### src/rtl/branch_predictor.sv
`default_nettype none
// ============================================================================
//  Module   : branch_predictor
//  Purpose  : Fetch-side 2-bit saturating-counter direction predictor with
//             execute-side training and a saturating misprediction counter.
//             Optional direct-mapped BTB enabled by defining RV_BTB_EN.
//  Revision : 1.0 - initial release
// ============================================================================

module branch_predictor #(
    parameter int IDX_BITS = 6,
    parameter int TAG_BITS = 8
) (
    input  logic        iCLK,
    input  logic        iRSTn,
    input  logic [31:0] iPC,
    output logic        oPredTaken,
    output logic [31:0] oPredTarget,
    input  logic        iUpdValid,
    input  logic [31:0] iUpdPC,
    input  logic        iUpdTaken,
    input  logic        iUpdPredTaken,
    input  logic [31:0] iUpdTarget,
    output logic        oMispredict,
    output logic [15:0] oMispredCount
);

    localparam int          c_entries  = 1 << IDX_BITS;
    localparam logic [1:0]  c_ctr_init = 2'b01;
    localparam logic [1:0]  c_ctr_max  = 2'b11;
    localparam logic [1:0]  c_ctr_min  = 2'b00;
    localparam logic [15:0] c_cnt_max  = 16'hFFFF;
    localparam logic [31:0] c_tag_bits = TAG_BITS;

    logic [IDX_BITS-1:0] w_lkp_idx;
    logic [IDX_BITS-1:0] w_upd_idx;
    logic [1:0]          w_lkp_ctr;
    logic [1:0]          w_upd_ctr;
    logic [1:0]          w_upd_ctr_next;
    logic                w_mispredict;

    logic [1:0]          r_ctr [c_entries];
    logic [15:0]         r_mis_cnt;

    assign w_lkp_idx = iPC[IDX_BITS+1:2];
    assign w_upd_idx = iUpdPC[IDX_BITS+1:2];
    assign w_lkp_ctr = r_ctr[w_lkp_idx];
    assign w_upd_ctr = r_ctr[w_upd_idx];

    // Saturating step: never wraps past strong-taken or strong-not-taken.
    always_comb begin
        w_upd_ctr_next = w_upd_ctr;
        if (iUpdTaken) begin
            if (w_upd_ctr != c_ctr_max) begin
                w_upd_ctr_next = w_upd_ctr + 2'b01;
            end
        end else begin
            if (w_upd_ctr != c_ctr_min) begin
                w_upd_ctr_next = w_upd_ctr - 2'b01;
            end
        end
    end

    always_ff @(posedge iCLK or negedge iRSTn) begin
        if (!iRSTn) begin
            for (int i = 0; i < c_entries; i++) begin
                r_ctr[i] <= c_ctr_init;
            end
        end else if (iUpdValid) begin
            r_ctr[w_upd_idx] <= w_upd_ctr_next;
        end
    end

    assign w_mispredict = iUpdValid && (iUpdTaken != iUpdPredTaken);

    always_ff @(posedge iCLK or negedge iRSTn) begin
        if (!iRSTn) begin
            r_mis_cnt <= 16'h0000;
        end else if (w_mispredict && (r_mis_cnt != c_cnt_max)) begin
            r_mis_cnt <= r_mis_cnt + 16'h0001;
        end
    end

    assign oMispredict   = w_mispredict;
    assign oMispredCount = r_mis_cnt;

`ifdef RV_BTB_EN
    logic [TAG_BITS-1:0] w_lkp_tag;
    logic [TAG_BITS-1:0] w_upd_tag;
    logic                w_btb_hit;

    logic [c_entries-1:0] r_btb_valid;
    logic [TAG_BITS-1:0]  r_btb_tag [c_entries];
    logic [31:0]          r_btb_tgt [c_entries];

    assign w_lkp_tag = iPC[IDX_BITS+TAG_BITS+1:IDX_BITS+2];
    assign w_upd_tag = iUpdPC[IDX_BITS+TAG_BITS+1:IDX_BITS+2];

    always_ff @(posedge iCLK or negedge iRSTn) begin
        if (!iRSTn) begin
            r_btb_valid <= '0;
        end else if (iUpdValid && iUpdTaken) begin
            r_btb_valid[w_upd_idx] <= 1'b1;
        end
    end

    // Tag/target need no reset: a cleared valid bit masks them.
    always_ff @(posedge iCLK) begin
        if (iRSTn && iUpdValid && iUpdTaken) begin
            r_btb_tag[w_upd_idx] <= w_upd_tag;
            r_btb_tgt[w_upd_idx] <= iUpdTarget;
        end
    end

    assign w_btb_hit   = r_btb_valid[w_lkp_idx] && (r_btb_tag[w_lkp_idx] == w_lkp_tag);
    assign oPredTaken  = w_btb_hit && w_lkp_ctr[1];
    assign oPredTarget = w_btb_hit ? r_btb_tgt[w_lkp_idx] : 32'h0000_0000;
`else
    assign oPredTaken  = w_lkp_ctr[1];
    assign oPredTarget = 32'h0000_0000;
`endif

    // Bits outside the index/tag fields are intentionally ignored.
    logic w_unused;
    assign w_unused = ^{iPC, iUpdPC, iUpdTarget, c_tag_bits};

endmodule

`default_nettype wire

### config.mk
export PLATFORM = sky130hd
export DESIGN_NAME = branch_predictor
export DESIGN_NICKNAME = d
export VERILOG_FILES = /design/src/rtl/branch_predictor.sv
export SDC_FILE = /design/constraint.sdc
export NUM_CORES = 1
export LEC_CHECK = 0
export ABC_CLOCK_PERIOD_IN_PS = 4600
export CORE_ASPECT_RATIO = 1.25
export CORE_MARGIN = 1.5
export CORE_UTILIZATION = 30
export CTS_BUF_LIST = sky130_fd_sc_hd__clkbuf_16
export DETAILED_ROUTE_END_ITERATION = 10
export PLACE_DENSITY = 0.59
export SYNTH_ARGS = -nofsm -noshare
export SYNTH_HDL_FRONTEND = slang
export SYNTH_SLANG_ARGS = --single-unit
### constraint.sdc
create_clock -name iCLK -period 4.6 [get_ports iCLK]
set_input_delay 0.92 -clock iCLK [delete_from_list [all_inputs] [get_ports iCLK]]
set_output_delay 0.92 -clock iCLK [all_outputs]
set_load 0.03 [all_outputs]
==> Word level (Yosys, flattened, before mapping) <==
Cells that the tools add are included.
{ "totals": {"register_bits": 144, "latchBits": 0, "mem_bits_rw": 0, "romBits": 0, "in_bits": 101, "output_inout_bits": 50, "n_memories": 0} }
{ "op_classes": {"n_addsub": 3, "multipliers": 0, "n_div": 0, "order_cmp": 3, "eq_ne": 3, "n_shift": 0, "n_mux": 12, "bitwise": 2, "reduce_logical": 4} }
{ "ops": {"columns": ["operator", "count"], "rows": [
  ["128-bit bitwise mux", 1],
  ["2-bit binary-select mux with 6-bit select", 2],
  ["16-bit by 1-bit adder with 16-bit output, second input constant", 1],
  ["2-bit 2-to-1 mux", 8],
  ["16-bit inequality test, second input constant", 1],
  ["7-bit greater-or-equal comparator, second input constant", 2],
  ["6-bit NOT with 7-bit output", 2],
  ["2-bit demux with 6-bit select", 1],
  ["7-bit by 1-bit less-than comparator with 1-bit output, second input constant", 1],
  ["1-bit logical AND", 3],
  ["2-bit by 1-bit adder with 2-bit output, second input constant", 1],
  ["2-bit inequality test, second input constant", 1],
  ["2-bit nonzero test", 1],
  ["2-bit by 1-bit subtractor with 2-bit output, second input constant", 1],
  ["1-bit inequality test", 1]
]} }

==> Longest topological paths before layout <==
Gate-level depths: netlist (run 1).
{ "depth": {"word_depth": 8, "depth_mapped": 11, "mapped_depth_nobuf": 8} }

==> Least setup slack after synthesis (run 1) <==
Ideal clock, no wire load.
{ "synth_path": {"path_kind": "input -> output", "startpoint": "in iPC[2]", "endpoint": "out oPredTaken", "arrival_ns": 3.192, "setup_slack_ns": 0.488, "cell_stages": 5, "path_buffers": 2, "path_cell_list": "clkbuf_1 > buf_2 > mux4_2 > mux4_2 > mux4_2"} }
{ "synth_between": {"elab_chain_cells": 4} }
{ "synth_rtl": {"columns": ["element", "line", "rtl"], "rows": [
  ["start, declared", "16", "input logic [31:0] iPC,"],
  ["6-bit NOT with 7-bit output (implied by the code)", "47", "assign w_lkp_ctr = r_ctr[w_lkp_idx];"],
  ["2-bit binary-select mux with 6-bit select", "47", null],
  ["2-bit 2-to-1 mux (implied by the code) (2 in series)", "47", null],
  ["end, declared", "17", "output logic oPredTaken,"]
]} }
Every way passes these cells. The select of a mux whose other input is x is not followed.

==> Final worst setup path (run 1) <==
Ends and elaborated chain as after synthesis.

==> impl_results.md, run 1 <==
* Status: finished, final reports clean
* Synth warn at 0
* RSZ-0062 raised after global routing: no
* HPWL Detailed at about 14000 µm
* Final non-filler cell total at about 1100
* Power Total at 4.22 mW
* Initial antenna violation count at 0
* Die outline area at between 0.02 and 0.03 mm²
* Clock Sink Count at around 140
* Setup Slack @ Placement at about 0.24 ns
* Vias in the first global route at 5914
* Port bufs at 34
* Routed Antenna Nets at 0
* Syn Inst Count at between 700 and 800
* Share of the synthesized area in the top cell type at 25.5%
* Most used cell, CP: mux4_2
* Drt total wl at 21400 µm
* CTS Hold Buffers Added at 0
* Yosys cell types at 51
* Dpl cells at 1102
* Chip height at between 150 and 200 µm
* DR iter-0 viols at 530
* Final net count at 883
* Clock buffer depth at 2
* Minimum clock period after layout at around 4.3 ns
* Post-synth top flop: dfrtp_1
* Rel. slew slack at between 20% and 30%
* Post-DR wirelength/cell at between 15 and 20 µm
* Power density over the cells at about 470 mW/mm²
* Tightest Pin Transition at about 1.1 ns
* Final GP Congestion at between 0.8 and 0.9
* Diodes inserted at 0
* Number of synthesized flops with an enable pin at 0
* Synth area leaders: dfrtp_1 26%, dfstp_2 21%, a31oi_1 10%, nor2_1 9.9%, mux4_2 9.5%
* TritonCTS clock tree: done
* Layout filler cell count at ~2600
* Clk_skew at between 0.01 and 0.015 ns
* Fraction of layout cells with a size suffix above 1 at 21.0%
* Crit-path cells: clkdlybuf4s50_1, buf_12, mux4_2, mux4_2, mux4_2, buf_4
* I/O Pins at around 150
* Fin crit share at 94.6%
* Max stage delay on crit path at approximately 0.56 ns
* Setup WS post-layout at approximately 0.25 ns
* DRC at 0
* Critical Path Source Type: input port
* Post-CTS resize count at 0
* # setup viols final at 0
* Remaining global-route overflow at 0
* HP Class: input port to async pin
* CTS H-tree depth at 4
* Synth Register Bits at 144
* Crit Path Class: input port to output port
* Fin area at between 0.008 and 0.009 mm²
* Post-Place Cell Area at between 0.008 and 0.009 mm²
* Worst VDD drop at around 0.28 mV
* Netlist Area Pre-Place at roughly 0.0078 mm²
* Setup TNS at 0 ns
* Worst-path maximum fanout at 16
* CP Capture Type: output port
* Starting Density at between 30% and 40%
* Seq/Total Area, Yosys at a little under half
* Leak at 3.50 nW
* Max-Cap Viols at 0
* Post-synth top area cell: dfrtp_1
* Core area at ~0.026 mm²
* Post-Syn Area per Cell at roughly 10 µm²
* Async set-reset flop share out of synthesis at 100%
* Sequential standard cell area at 0.00368 mm²
* Largest net degree at the start of global routing at approximately 80
* Global Route Usage Sum at 16.4%
* Via count at about 6000
* Final Hold Vio Count at 0
* Multi-input gate area at 0.00370 mm²
* Max Freq at 0.230 GHz
* Die X at 148 µm
* Drt first pass iters at 5
* First-pass GRT wire length at 34100 µm
* CTS Root Cell: clkbuf_16
* Later-pin clock latency in the skew report at between 0.4 and 0.5 ns
* WP data arrival at 3.43 ns
* Drt via density at between 5 and 6
* Rows at 66
* Area grow syn2layout at 14.2%
* Crit path required time at 3.68 ns
* Most numerous cell in the Yosys netlist: nor2_1
* CTS Buf Count at 17
* Post-synth top cells: 207 x nor2_1, 128 x a31oi_1, 80 x dfrtp_1
* Slowest stage cell, crit path: mux4_2
* Setup bufs post-CTS at 0
* Worst-path clk slew at 0.06 ns
* Fin. max-slew vios at 0
## metrics by stage
stage	hold slack (ns)	util [%]
2_1_floorplan	0.479	-
5_1_grt	0.508	34.7
3_5_place_dp	0.491	32.4
6_report	0.461	34.7
3_3_place_gp	0.482	32.4
4_1_cts	0.498	34.7
## cell usage in the layout (no fill, tap or decap), types with 3 or more instances in the layout
master,netlist,final
conb_1,1,32
inv_1,6,8
dfstp_2,64,64
buf_4,36,11
nand2_1,14,14
o21ai_0,5,5
nor2_1,207,207
a221oi_1,3,3
xor2_1,5,5
a31oi_1,128,128
nand3_1,17,17
xnor2_1,11,11
mux2_2,11,11
mux2i_1,24,24
nor2b_1,6,6
clkinv_4,0,3
a21oi_1,5,5
clkdlybuf4s50_1,0,30
o21bai_1,3,3
nand2b_1,3,3
nand4_1,6,6
a22oi_1,8,8
clkbuf_16,0,17
buf_12,0,6
clkinv_2,0,4
bufinv_16,0,3
dfrtp_1,80,80
nand3b_1,4,4
o22ai_1,7,7
mux4_2,33,33
## layout make-up
| cell class | count | area share, % |
|---|---|---|
| flip-flops and latches | 144 | 41.1 |
| clock inverters | 15 | 1.89 |
| well taps | 340 | 4.75 |
| multi-input cells | 561 | 41.4 |
| clock buffers | 17 | 4.75 |
| repair buffers | 50 | 5.85 |
| inverters | 7 | 0.293 |
## cell families after synthesis
kind of cell | count (synthesis) | synth area share, %
AND/OR/NAND/NOR | 267 | 14.3
AO/OA/AOI/OAI | 176 | 15.0
other | 1 | 0.0478
adder cells (fa/ha/maj) | 1 | 0.160
multiplexers | 69 | 14.3
buffers and inverters | 85 | 7.47
flip-flops | 144 | 47.0
XOR/XNOR | 16 | 1.79
## critical path, delay by kind of cell
| family | cells | cell delay (ns) |
|---|---|---|
| multiplexers | 3 | 1.60 |
| buffers and inverters | 3 | 0.90 |
## sequential cells by signal, indices dropped and copies added, names as in the netlist
| name | count |
|---|---|
| r_ctr | 128 |
| oMispredCount | 16 |
## per-layer routing
layer	global-route usage (%)	share of wire [%]
met1	20.6	41
met4	7.48	3.3
met5	0	0
met2	28.0	50
met3	2.13	5.3
## power breakdown
group / switching, mW / leakage, nW / internal, mW / total (mW)
Sequential: 0.196 / 1.70 / 1.61 / 1.81
Clock: 0.560 / 0.300 / 0.849 / 1.41
Combinational: 0.564 / 1.51 / 0.443 / 1.01
Total: 1.32 / 3.50 / 2.90 / 4.22
## worst paths after layout
| path | start | depth (start not counted) | to | slack, ns |
|---|---|---|---|---|
| worst max-delay path | iPC[2] | 6 | oPredTaken | 0.25 |
| worst min-delay path | iRSTn | 1 | oMispredCount[5] | 0.46 |
| worst max register to register | r_ctr[18] | 8 | r_ctr[73] | 2.05 |
| worst min register to register | oMispredCount[10] | 1 | oMispredCount[10] | 0.50 |
| max in group asynchronous | iRSTn | 2 | r_ctr[70] | 3.25 |
| min in group iCLK | oMispredCount[10] | 1 | oMispredCount[10] | 0.50 |
Power figures use the tool's default switching activity.
==> run 2: changes to the inputs <==
- PLACE_DENSITY: 0.59 -> 0.58
==> impl_results.md, run 2 (synthesis results as in run 1) <==
* Starting Density at 30.3% (unchanged)
* Most frequent cells in the layout: 207 x nor2_1, 128 x a31oi_1, 80 x dfrtp_1 (unchanged)
* Status: finished, final reports clean (unchanged)
* Drt via density at 5.28 (was 5.27)
* Worst VDD drop at 0.274 mV (was 0.278 mV)
* CTS Buf Count at 17 (unchanged)
* Reg-to-reg slack, setup at 2.00 ns (was 2.05 ns)
* Chip height at 184 µm (unchanged)
* Met2 Use GR at 27.5% (was 28.0%)
* Remaining global-route overflow at 0 (unchanged)
* Fraction of layout cells with a size suffix above 1 at 21.0% (about the same)
* HPWL Detailed at 13900 µm (was 13800 µm)
* Worst-path maximum fanout at 16 (unchanged)
* Commonest non-fill, non-tap cell in the layout: nor2_1 (unchanged)
* Leak at 3.55 nW (was 3.50 nW)
* Clk_skew at 0.0127 ns (was 0.0107 ns)
* Final non-filler cell total at 1135 (was 1134)
* Post-CTS resize count at 0 (unchanged)
* CTS Hold Buffers Added at 0 (unchanged)
* Initial antenna violation count at 0 (unchanged)
* Later-pin clock latency in the skew report at 0.42 ns (was 0.44 ns)
* HP Class: flip-flop to flip-flop (was input port to async pin)
* Via count at 5989 (was 5973)
* Minimum clock period after layout at 4.33 ns (was 4.35 ns)
* # setup viols final at 0 (unchanged)
* Fin crit share at 94.1% (was 94.6%)
* Clock buffer depth at 2 (unchanged)
* Area grow syn2layout at 15.5% (was 14.2%)
* Setup bufs post-CTS at 0 (unchanged)
* Met1 Track Usage GR at 20.1% (was 20.6%)
* DR iter-0 viols at 423 (was 530)
* Crit path required time at 3.68 ns (about the same)
* Final Hold Vio Count at 0 (unchanged)
* Vias in the first global route at 5963 (was 5914)
* CTS Root Cell: clkbuf_16 (unchanged)
* Worst-path clk slew at 0.06 ns (about the same)
* Port bufs at 34 (unchanged)
* WP data arrival at 3.41 ns (was 3.43 ns)
* Max-Cap Viols at 0 (unchanged)
* DRC at 0 (unchanged)
* Rel. slew slack at 31.9% (was 27.1%)
* Biggest register: r_ctr (unchanged)
* Setup TNS at 0 ns (unchanged)
* CP Capture Type: output port (unchanged)
* Drt first pass iters at 5 (unchanged)
* Rows at 66 (unchanged)
* Post-DR wirelength/cell at 18.9 µm (about the same)
* Largest net degree at the start of global routing at 109 (was 78)
* Die X at 148 µm (unchanged)
* Core area at 0.0258 mm² (unchanged)
* RSZ-0062 raised after global routing: no (unchanged)
* Global Route Usage Sum at 16.2% (was 16.4%)
* Max Freq at 0.231 GHz (was 0.230 GHz)
* Critical Path Source Type: input port (unchanged)
* CTS H-tree depth at 4 (unchanged)
* Global Route met3 Usage at 2.58% (was 2.13%)
* Diodes inserted at 0 (unchanged)
* First-pass GRT wire length at 33800 µm (was 34100 µm)
* Clock Sink Count at 144 (unchanged)
* Number of flip-flops in the largest register at 128 (unchanged)
* Tightest Pin Transition at 1.02 ns (was 1.09 ns)
* I/O Pins at 151 (unchanged)
* GR peak layer: met2 (unchanged)
* Power density over the cells at 489 mW/mm² (was 471 mW/mm²)
* Routed Antenna Nets at 0 (unchanged)
* Fin. max-slew vios at 0 (unchanged)
* TritonCTS clock tree: done (unchanged)
* Dpl cells at 1103 (was 1102)
* Layout filler cell count at 2610 (was 2623)
* Die outline area at 0.0271 mm² (unchanged)
* Crit Path Class: input port to output port (unchanged)
* Final net count at 884 (was 883)
* Drt total wl at 21500 µm (was 21400 µm)
* Final GP Congestion at 0.838 (was 0.801)
run 2: worst paths after layout:
path,start,endpoint,cells after the start
setup / recovery,iPC[2],oPredTaken,6
hold / removal,oMispredCount[6],oMispredCount[6],1
setup reg to reg,r_ctr[18],r_ctr[105],8
hold reg to reg,oMispredCount[6],oMispredCount[6],1
max in group asynchronous,iRSTn,r_ctr[76],2
min in group asynchronous,iRSTn,oMispredCount[3],1
run 2: layout make-up:
type	count	area, µm²	area share [%]
clock buffers	17	425	4.69
clock inverters	15	264	2.91
inverters	7	26.3	0.290
flip-flops and latches	144	3680	40.7
repair buffers	51	532	5.87
well taps	340	425	4.69
multi-input cells	561	3700	40.9
run 2: where the power goes:
group | switching (mW) | internal, mW | leakage, nW
combinational | 0.568 | 0.442 | 1.51
sequential | 0.193 | 1.61 | 1.70
clock | 0.550 | 1.07 | 0.339
total | 1.31 | 3.12 | 3.55
run 2: metrics by stage:
step | worst slack (ns) | util (%) | instance area [µm²] | hold slack, ns | total power [mW]
6_report | 0.271 | 35.1 | 9060 | 0.496 | 4.44
2_1_floorplan | 0.488 | - | 7960 | 0.479 | 2.53
3_3_place_gp | 0.249 | 32.4 | 8370 | 0.482 | 2.81
4_1_cts | 0.255 | 35.1 | 9060 | 0.495 | 4.46
3_5_place_dp | 0.244 | 32.4 | 8370 | 0.483 | 2.83
5_1_grt | 0.229 | 35.1 | 9060 | 0.508 | 4.63
run 2: metal layers:
metal	share of wire (%)	up-vias
li1	-	2780
met1	42	2951
met2	50	215
met3	4.9	43
met4	3.8	0
met5	0	-
run 2: critical path: stages:
cell and delay (ns):
clkdlybuf4s50_1 0.50, buf_12 0.20, mux4_2 0.57, mux4_2 0.52, mux4_2 0.50, buf_4 0.19
